## config.mk

```make
export PLATFORM = sky130hd
export DESIGN_NAME = mux_scan_ctrl
export DESIGN_NICKNAME = d
export VERILOG_FILES = /design/src/rtl/mux_scan_pkg.sv /design/src/rtl/mux_scan_pack.sv /design/src/rtl/mux_scan_ctrl.sv
export SDC_FILE = /design/constraint.sdc
export NUM_CORES = 1
export LEC_CHECK = 0
export BUFFER_PORTS_ARGS = -buffer_cell sky130_fd_sc_hd__buf_4
export CAP_MARGIN = 20
export CORE_MARGIN = 5
export CORE_UTILIZATION = 39
export DETAILED_ROUTE_END_ITERATION = 10
export SYNTH_ARGS = -nofsm -noshare
export SYNTH_HDL_FRONTEND = slang
export SYNTH_SLANG_ARGS = --single-unit
```

## constraint.sdc

```tcl
create_clock -name clk -period 2.3 [get_ports clk]
set_input_delay 0.23 -clock clk [delete_from_list [all_inputs] [get_ports clk]]
set_output_delay 0.23 -clock clk [all_outputs]
set_load 0.02 [all_outputs]
```

## src/rtl/mux_scan_pkg.sv

```systemverilog
// mux_scan_pkg: shared types for the mux scan sequencer.
//   state_e      FSM states of mux_scan_ctrl
//   FILL_W       fill counter width for the default 32-bit word
//   fill_width() fill counter width for any word width (counts 0..w)
// Optional feature macro: MUX_SCAN_PARITY_EN (adds word_par output).
package mux_scan_pkg;

   typedef enum logic [2:0] {IDLE, LOAD, SCAN, HOLD, FLUSH, DONE} state_e;

   localparam int WORD_W_DFLT = 32;
   localparam int FILL_W      = $clog2(WORD_W_DFLT + 1);

   function automatic int fill_width(input int w);
      return $clog2(w + 1);
   endfunction

endpackage

```

## src/rtl/mux_scan_pack.sv

```systemverilog
// mux_scan_pack: bit packer plus one-deep output holding register.
//   push_i        take bit_i into the word at position fill
//   move_i        with push_i: the word is complete, move it (including bit_i)
//                 into the output register; caller guarantees out_free_o
//   last_i        with move: mark the moved word as final
//   full_o        next pushed bit completes a full word
//   out_free_o    output register empty or being transferred this cycle
//   word_*_o      valid/ready output word port
// Optional feature macro: MUX_SCAN_PARITY_EN (adds word_par_o).
module mux_scan_pack
   import mux_scan_pkg::*;
#(
   parameter int WORD_W = 32,
   parameter int FW     = fill_width(WORD_W)
) (
   input  logic              clk,
   input  logic              rst_n,
   input  logic              push_i,
   input  logic              bit_i,
   input  logic              move_i,
   input  logic              last_i,
   input  logic              word_ready_i,
   output logic              full_o,
   output logic              out_free_o,
   output logic              word_valid_o,
   output logic [WORD_W-1:0] word_data_o,
`ifdef MUX_SCAN_PARITY_EN
   output logic              word_par_o,
`endif
   output logic              word_last_o
);

   logic [WORD_W-1:0] sh_q, word_q, new_word;
   logic [FW-1:0]     fill_q;
   logic              vld_q, last_q;
`ifdef MUX_SCAN_PARITY_EN
   logic              par_q;
`endif

   // Shift register is kept zero above fill, so OR-ing in the new bit
   // leaves unused high bits of a partial word at zero.
   assign new_word   = sh_q | (WORD_W'(bit_i) << fill_q);
   assign full_o     = (fill_q == FW'(WORD_W - 1));
   assign out_free_o = !vld_q || word_ready_i;

   always_ff @(posedge clk or negedge rst_n) begin
      if (!rst_n) begin
         sh_q   <= '0;
         fill_q <= '0;
         word_q <= '0;
         vld_q  <= 1'b0;
         last_q <= 1'b0;
`ifdef MUX_SCAN_PARITY_EN
         par_q  <= 1'b0;
`endif
      end else if (push_i && move_i) begin
         word_q <= new_word;
         vld_q  <= 1'b1;
         last_q <= last_i;
`ifdef MUX_SCAN_PARITY_EN
         par_q  <= ^new_word;
`endif
         sh_q   <= '0;
         fill_q <= '0;
      end else begin
         if (push_i) begin
            sh_q   <= new_word;
            fill_q <= fill_q + FW'(1);
         end
         if (vld_q && word_ready_i) vld_q <= 1'b0;
      end
   end

   assign word_valid_o = vld_q;
   assign word_data_o  = word_q;
   assign word_last_o  = last_q;
`ifdef MUX_SCAN_PARITY_EN
   assign word_par_o   = par_q;
`endif

endmodule

```

## src/rtl/mux_scan_ctrl.sv

```systemverilog
// mux_scan_ctrl: sequencer for a registered 2^SEL_W:1 select tree.
// Accepts (start, count), steps sel_o through consecutive leaves (wrapping),
// samples mux_out LAT+1 cycles after each sel_o change, packs bits LSB-first
// into WORD_W-bit words and streams them out with valid/ready backpressure.
//   clk, rst_n                 clock, async active-low reset
//   req_valid/ready/start/count scan request (ready only in IDLE)
//   sel_o, mux_out             select tree interface
//   word_valid/ready/data/last output word stream
//   busy, done                 status; done pulses once per request
// Optional feature macro: MUX_SCAN_PARITY_EN (adds word_par, XOR of word_data).
module mux_scan_ctrl
   import mux_scan_pkg::*;
#(
   parameter int SEL_W  = 10,
   parameter int WORD_W = 32,
   parameter int LAT    = 0
) (
   input  logic              clk,
   input  logic              rst_n,
   input  logic              req_valid,
   output logic              req_ready,
   input  logic [SEL_W-1:0]  req_start,
   input  logic [SEL_W:0]    req_count,
   output logic [SEL_W-1:0]  sel_o,
   input  logic              mux_out,
   output logic              word_valid,
   input  logic              word_ready,
   output logic [WORD_W-1:0] word_data,
   output logic              word_last,
   output logic              busy,
`ifdef MUX_SCAN_PARITY_EN
   output logic              word_par,
`endif
   output logic              done
);

   state_e           state_q, state_d;
   logic [SEL_W-1:0] sel_q, sel_d, start_q, start_d;
   logic [SEL_W:0]   rem_q, rem_d;
   logic [2:0]       settle_q, settle_d;
   logic             pk_full, pk_free;
   logic             fire, last_bit, complete, take;

   always_ff @(posedge clk or negedge rst_n) begin
      if (!rst_n) begin
         state_q  <= IDLE;
         sel_q    <= '0;
         start_q  <= '0;
         rem_q    <= '0;
         settle_q <= '0;
      end else begin
         state_q  <= state_d;
         sel_q    <= sel_d;
         start_q  <= start_d;
         rem_q    <= rem_d;
         settle_q <= settle_d;
      end
   end

   always_comb begin
      state_d  = state_q;
      sel_d    = sel_q;
      start_d  = start_q;
      rem_d    = rem_q;
      settle_d = settle_q;
      // HOLD only arises from a settled SCAN cycle with sel_o unchanged,
      // so mux_out is still valid there and the held bit is sampled on release.
      fire     = ((state_q == SCAN) && (settle_q == 3'd0)) || (state_q == HOLD);
      last_bit = (rem_q == (SEL_W+1)'(1));
      complete = pk_full || last_bit;
      take     = fire && (!complete || pk_free);
      case (state_q)
         IDLE: begin
            if (req_valid) begin
               start_d = req_start;
               rem_d   = req_count;
               state_d = (req_count == '0) ? DONE : LOAD;
            end
         end
         LOAD: begin
            sel_d    = start_q;
            settle_d = 3'(LAT);
            state_d  = SCAN;
         end
         SCAN, HOLD: begin
            if ((state_q == SCAN) && (settle_q != 3'd0)) begin
               settle_d = settle_q - 3'd1;
            end else if (take) begin
               sel_d    = sel_q + SEL_W'(1);
               settle_d = 3'(LAT);
               rem_d    = rem_q - (SEL_W+1)'(1);
               state_d  = last_bit ? FLUSH : SCAN;
            end else begin
               state_d  = HOLD;
            end
         end
         FLUSH:   if (pk_free) state_d = DONE;
         DONE:    state_d = IDLE;
         default: state_d = IDLE;
      endcase
   end

   mux_scan_pack #(.WORD_W(WORD_W)) u_pack (
      .clk          (clk),
      .rst_n        (rst_n),
      .push_i       (take),
      .bit_i        (mux_out),
      .move_i       (complete),
      .last_i       (last_bit),
      .word_ready_i (word_ready),
      .full_o       (pk_full),
      .out_free_o   (pk_free),
      .word_valid_o (word_valid),
      .word_data_o  (word_data),
`ifdef MUX_SCAN_PARITY_EN
      .word_par_o   (word_par),
`endif
      .word_last_o  (word_last)
   );

   assign req_ready = (state_q == IDLE);
   assign busy      = (state_q != IDLE);
   assign done      = (state_q == DONE);
   assign sel_o     = sel_q;

endmodule

```

==> reports/qor.yml <==
p_per_area_mw_per_mm2: 1350
dr.pass1.iters: 5
cts_setup_buffers: 0
via_count: 4517
layout-drive-gt1-share: 0.184
synth_fp_nets: 606
grt_max_degree: 55
worstHoldPathType: "in -> reg"
synth_area_leader_cell: "dfrtp_1"
hold_violations: 0
yosysMostFrequentCell: "dfrtp_1"
cts.sinks: 109
grt_overflow: 0
numPortBuffers: 72
maxCapViolCount: 0
cts-resized-gates: 0
dp.final_hpwl_um: 9220
wl_met3_um: 558
final-setup-viol-count: 0
drt-vias-per-instance: 5.46
status: "finished clean"
clkSlewWorstSetupHoldPaths_ns: 0.07
avgSynthCellArea_um2: 9.10
finClkSkew_ns: 0.00776
synth_edf_count: 0
drc: 0
cts_tree: "built"
cts_made_buffers: 9
fin_nets: 680
initial_core_util: 0.396
synthTopCellsByArea: "dfrtp_1 (52%), a21oi_1 (7.9%), nor2_1 (6.7%)"
core_area_mm2: 0.0132
insertion_delay_ns: 0.35
drv_slew: 0
synth_top_family_by_area: "compound AO/OA/AOI/OAI gates"
finalPower_mw: 8.61
synth_adder_area_share: 0.0144
period_needed_ns: 2.08
synth_top_area_share: 0.522
synth.cell_area_mm2: 0.00522
synth-seq-cells: 109
placed_area_mm2: 0.00606
wl_per_cell_um: 16.1
cts_hold_buffers: 1
ir_drop_v: 0.000502
ys_types: 58
die_h_um: 126
critPathArrivalTime_ns: 2.36
critical_path_class: "reg -> reg"
root_buffer: "clkbuf_16"
synth_compound_area_frac: 0.215
grt_pass1_vias: 4355
netlist_instances: 574
fillerInstances: 1249
startpoint_type: "register"
power.leakage_nw: 2.95
grt_use_total: 0.171
ys_seq_area_frac: 0.522
max_slew_margin: 0.547
antenna_found_initial: 0
whs_ns: 0.0634
worstMarginPinSlew_ns: 0.677
area_delta_synth_final_pct: 21.8
fin_tns_setup_ns: 0
die_area_mm2: 0.0158
synth-simple-area-share: 0.207
die_w_um: 126
grt_pass1_wl_um: 22200
period_share: 0.903
crit_required_ns: 2.58
num_rows: 42
rsz0062_at_grt: "false"
drt-met1-wl_um: 6310
synth-xor-area-share: 0.00168
highest_layer: "met4"
fmax_ghz: 0.482
gp_congestion: 0.895
synthArstFlopShare: 1.00
yosys_warnings: 0
synth_top_cells_by_count: "dfrtp_1 (109), nor2_1 (93), a21oi_1 (82)"
io_pins: 73
cp_max_fo: 32
postRouteAntennaNets: 0
antenna_cells: 0
drt-initial-drc-count: 275
route.met2.wl_um: 6230
stdcell_area_mm2: 0.00636
htreeDepth: 3
synth-main-ff-cell: "dfrtp_1"
crit_path_end_kind: "register"
clockBufferDepth: 2
wirelength_um: 13300
synthMuxAreaShare: 0
==> critical path, cell delays in order, from the launching register on <==
cell,delay [ns]
dfrtp_1,0.43
ha_1,0.26
and4b_1,0.24
a221oi_4,0.23
and2_1,0.37
buf_12,0.24
a31oi_1,0.10
nor2_1,0.12
==> where the power goes <==
group	leakage [nW]	switching (mW)	internal, mW
Sequential	1.40	0.630	2.64
Combinational	1.41	2.24	1.51
Clock	0.143	0.716	0.878
Total	2.95	3.58	5.03
==> metrics by stage <==
stage | setup slack, ns | util | instances
floorplan | 0.319 | - | 574
global placement | 0.295 | 0.459 | 812
detailed placement | 0.264 | 0.459 | 812
CTS | 0.236 | 0.482 | 828
global route | 0.105 | 0.482 | 828
finish | 0.223 | 0.482 | 828
==> path summary, 6_finish.rpt <==
kind	startpoint	endpoint	slack (ns)	cells past startpoint
setup / recovery	u_pack.fill_q[0]$_DFFE_PN0P_	u_pack.sh_q[20]$_DFFE_PN0P_	0.22	7
hold / removal	req_start[0]	start_q[0]$_DFFE_PN0P_	0.06	3
setup reg to reg	u_pack.fill_q[0]$_DFFE_PN0P_	u_pack.sh_q[20]$_DFFE_PN0P_	0.22	7
hold reg to reg	start_q[5]$_DFFE_PN0P_	start_q[5]$_DFFE_PN0P_	0.47	2
max in group asynchronous	rst_n	u_pack.word_data_o[5]$_DFFE_PN0P_	1.20	3
min in group asynchronous	rst_n	sel_o[7]$_DFFE_PN0P_	0.34	2
==> flip-flops by register name, indices dropped and copies added, names as in the netlist <==
name	flops
settle_q	3
u_pack.word_valid_o	1
u_pack.fill_q	6
u_pack.word_last_o	1
u_pack.word_data_o	32
state_q	3
start_q	10
u_pack.sh_q	32
rem_q	11
sel_o	10
==> cells in the final DEF (no fill, tap or decap), types with 2 or more instances in the layout <==
master and n:
dfrtp_1 109, nor2_1 93, buf_4 93, a21oi_1 82, nand2_1 65, a31oi_1 42
o21ai_0 27, nand3_1 9, clkbuf_16 9, inv_1 8, nor3_1 7, and2_1 7
nand2b_1 7, o22ai_1 7, and3_1 6, ha_1 6, nor3b_1 4, nor4_1 4
a22oi_1 4, and4_1 4, buf_12 4, nor2b_1 3, o31ai_1 3, nand4_1 3
o2bb2ai_1 3, o211ai_1 2, nand3b_1 2, a21boi_0 2, inv_6 2
==> kinds of logic (layout without fill, tap and decap cells) <==
kind of cell | count (synthesis) | in the layout
and+or+nand+nor | 226 | 226
xor gates and xnor gates | 1 | 1
buffers and inverters | 43 | 121
DFF | 109 | 109
adders and majority gates | 6 | 6
AOI/OAI and AO/OA | 189 | 189
==> area by class of cell <==
| type | instances | area [um2] | area share |
|---|---|---|---|
| clock inverter | 4 | 55.1 | 0.00865 |
| tap | 176 | 220 | 0.0346 |
| clock buffer | 11 | 243 | 0.0381 |
| timing repair buffer | 98 | 788 | 0.124 |
| multi-input combinational | 422 | 2300 | 0.361 |
| sequential | 109 | 2730 | 0.429 |
| inverter | 8 | 30.0 | 0.00472 |
==> per-layer routing <==
| metal | track usage | vias to the layer above |
|---|---|---|
| li1 | - | 2208 |
| met1 | 0.241 | 2179 |
| met2 | 0.267 | 112 |
| met3 | 0.0279 | 18 |
| met4 | 0.0662 | 0 |
| met5 | 0 | - |
Power figures use the tool's default switching activity.
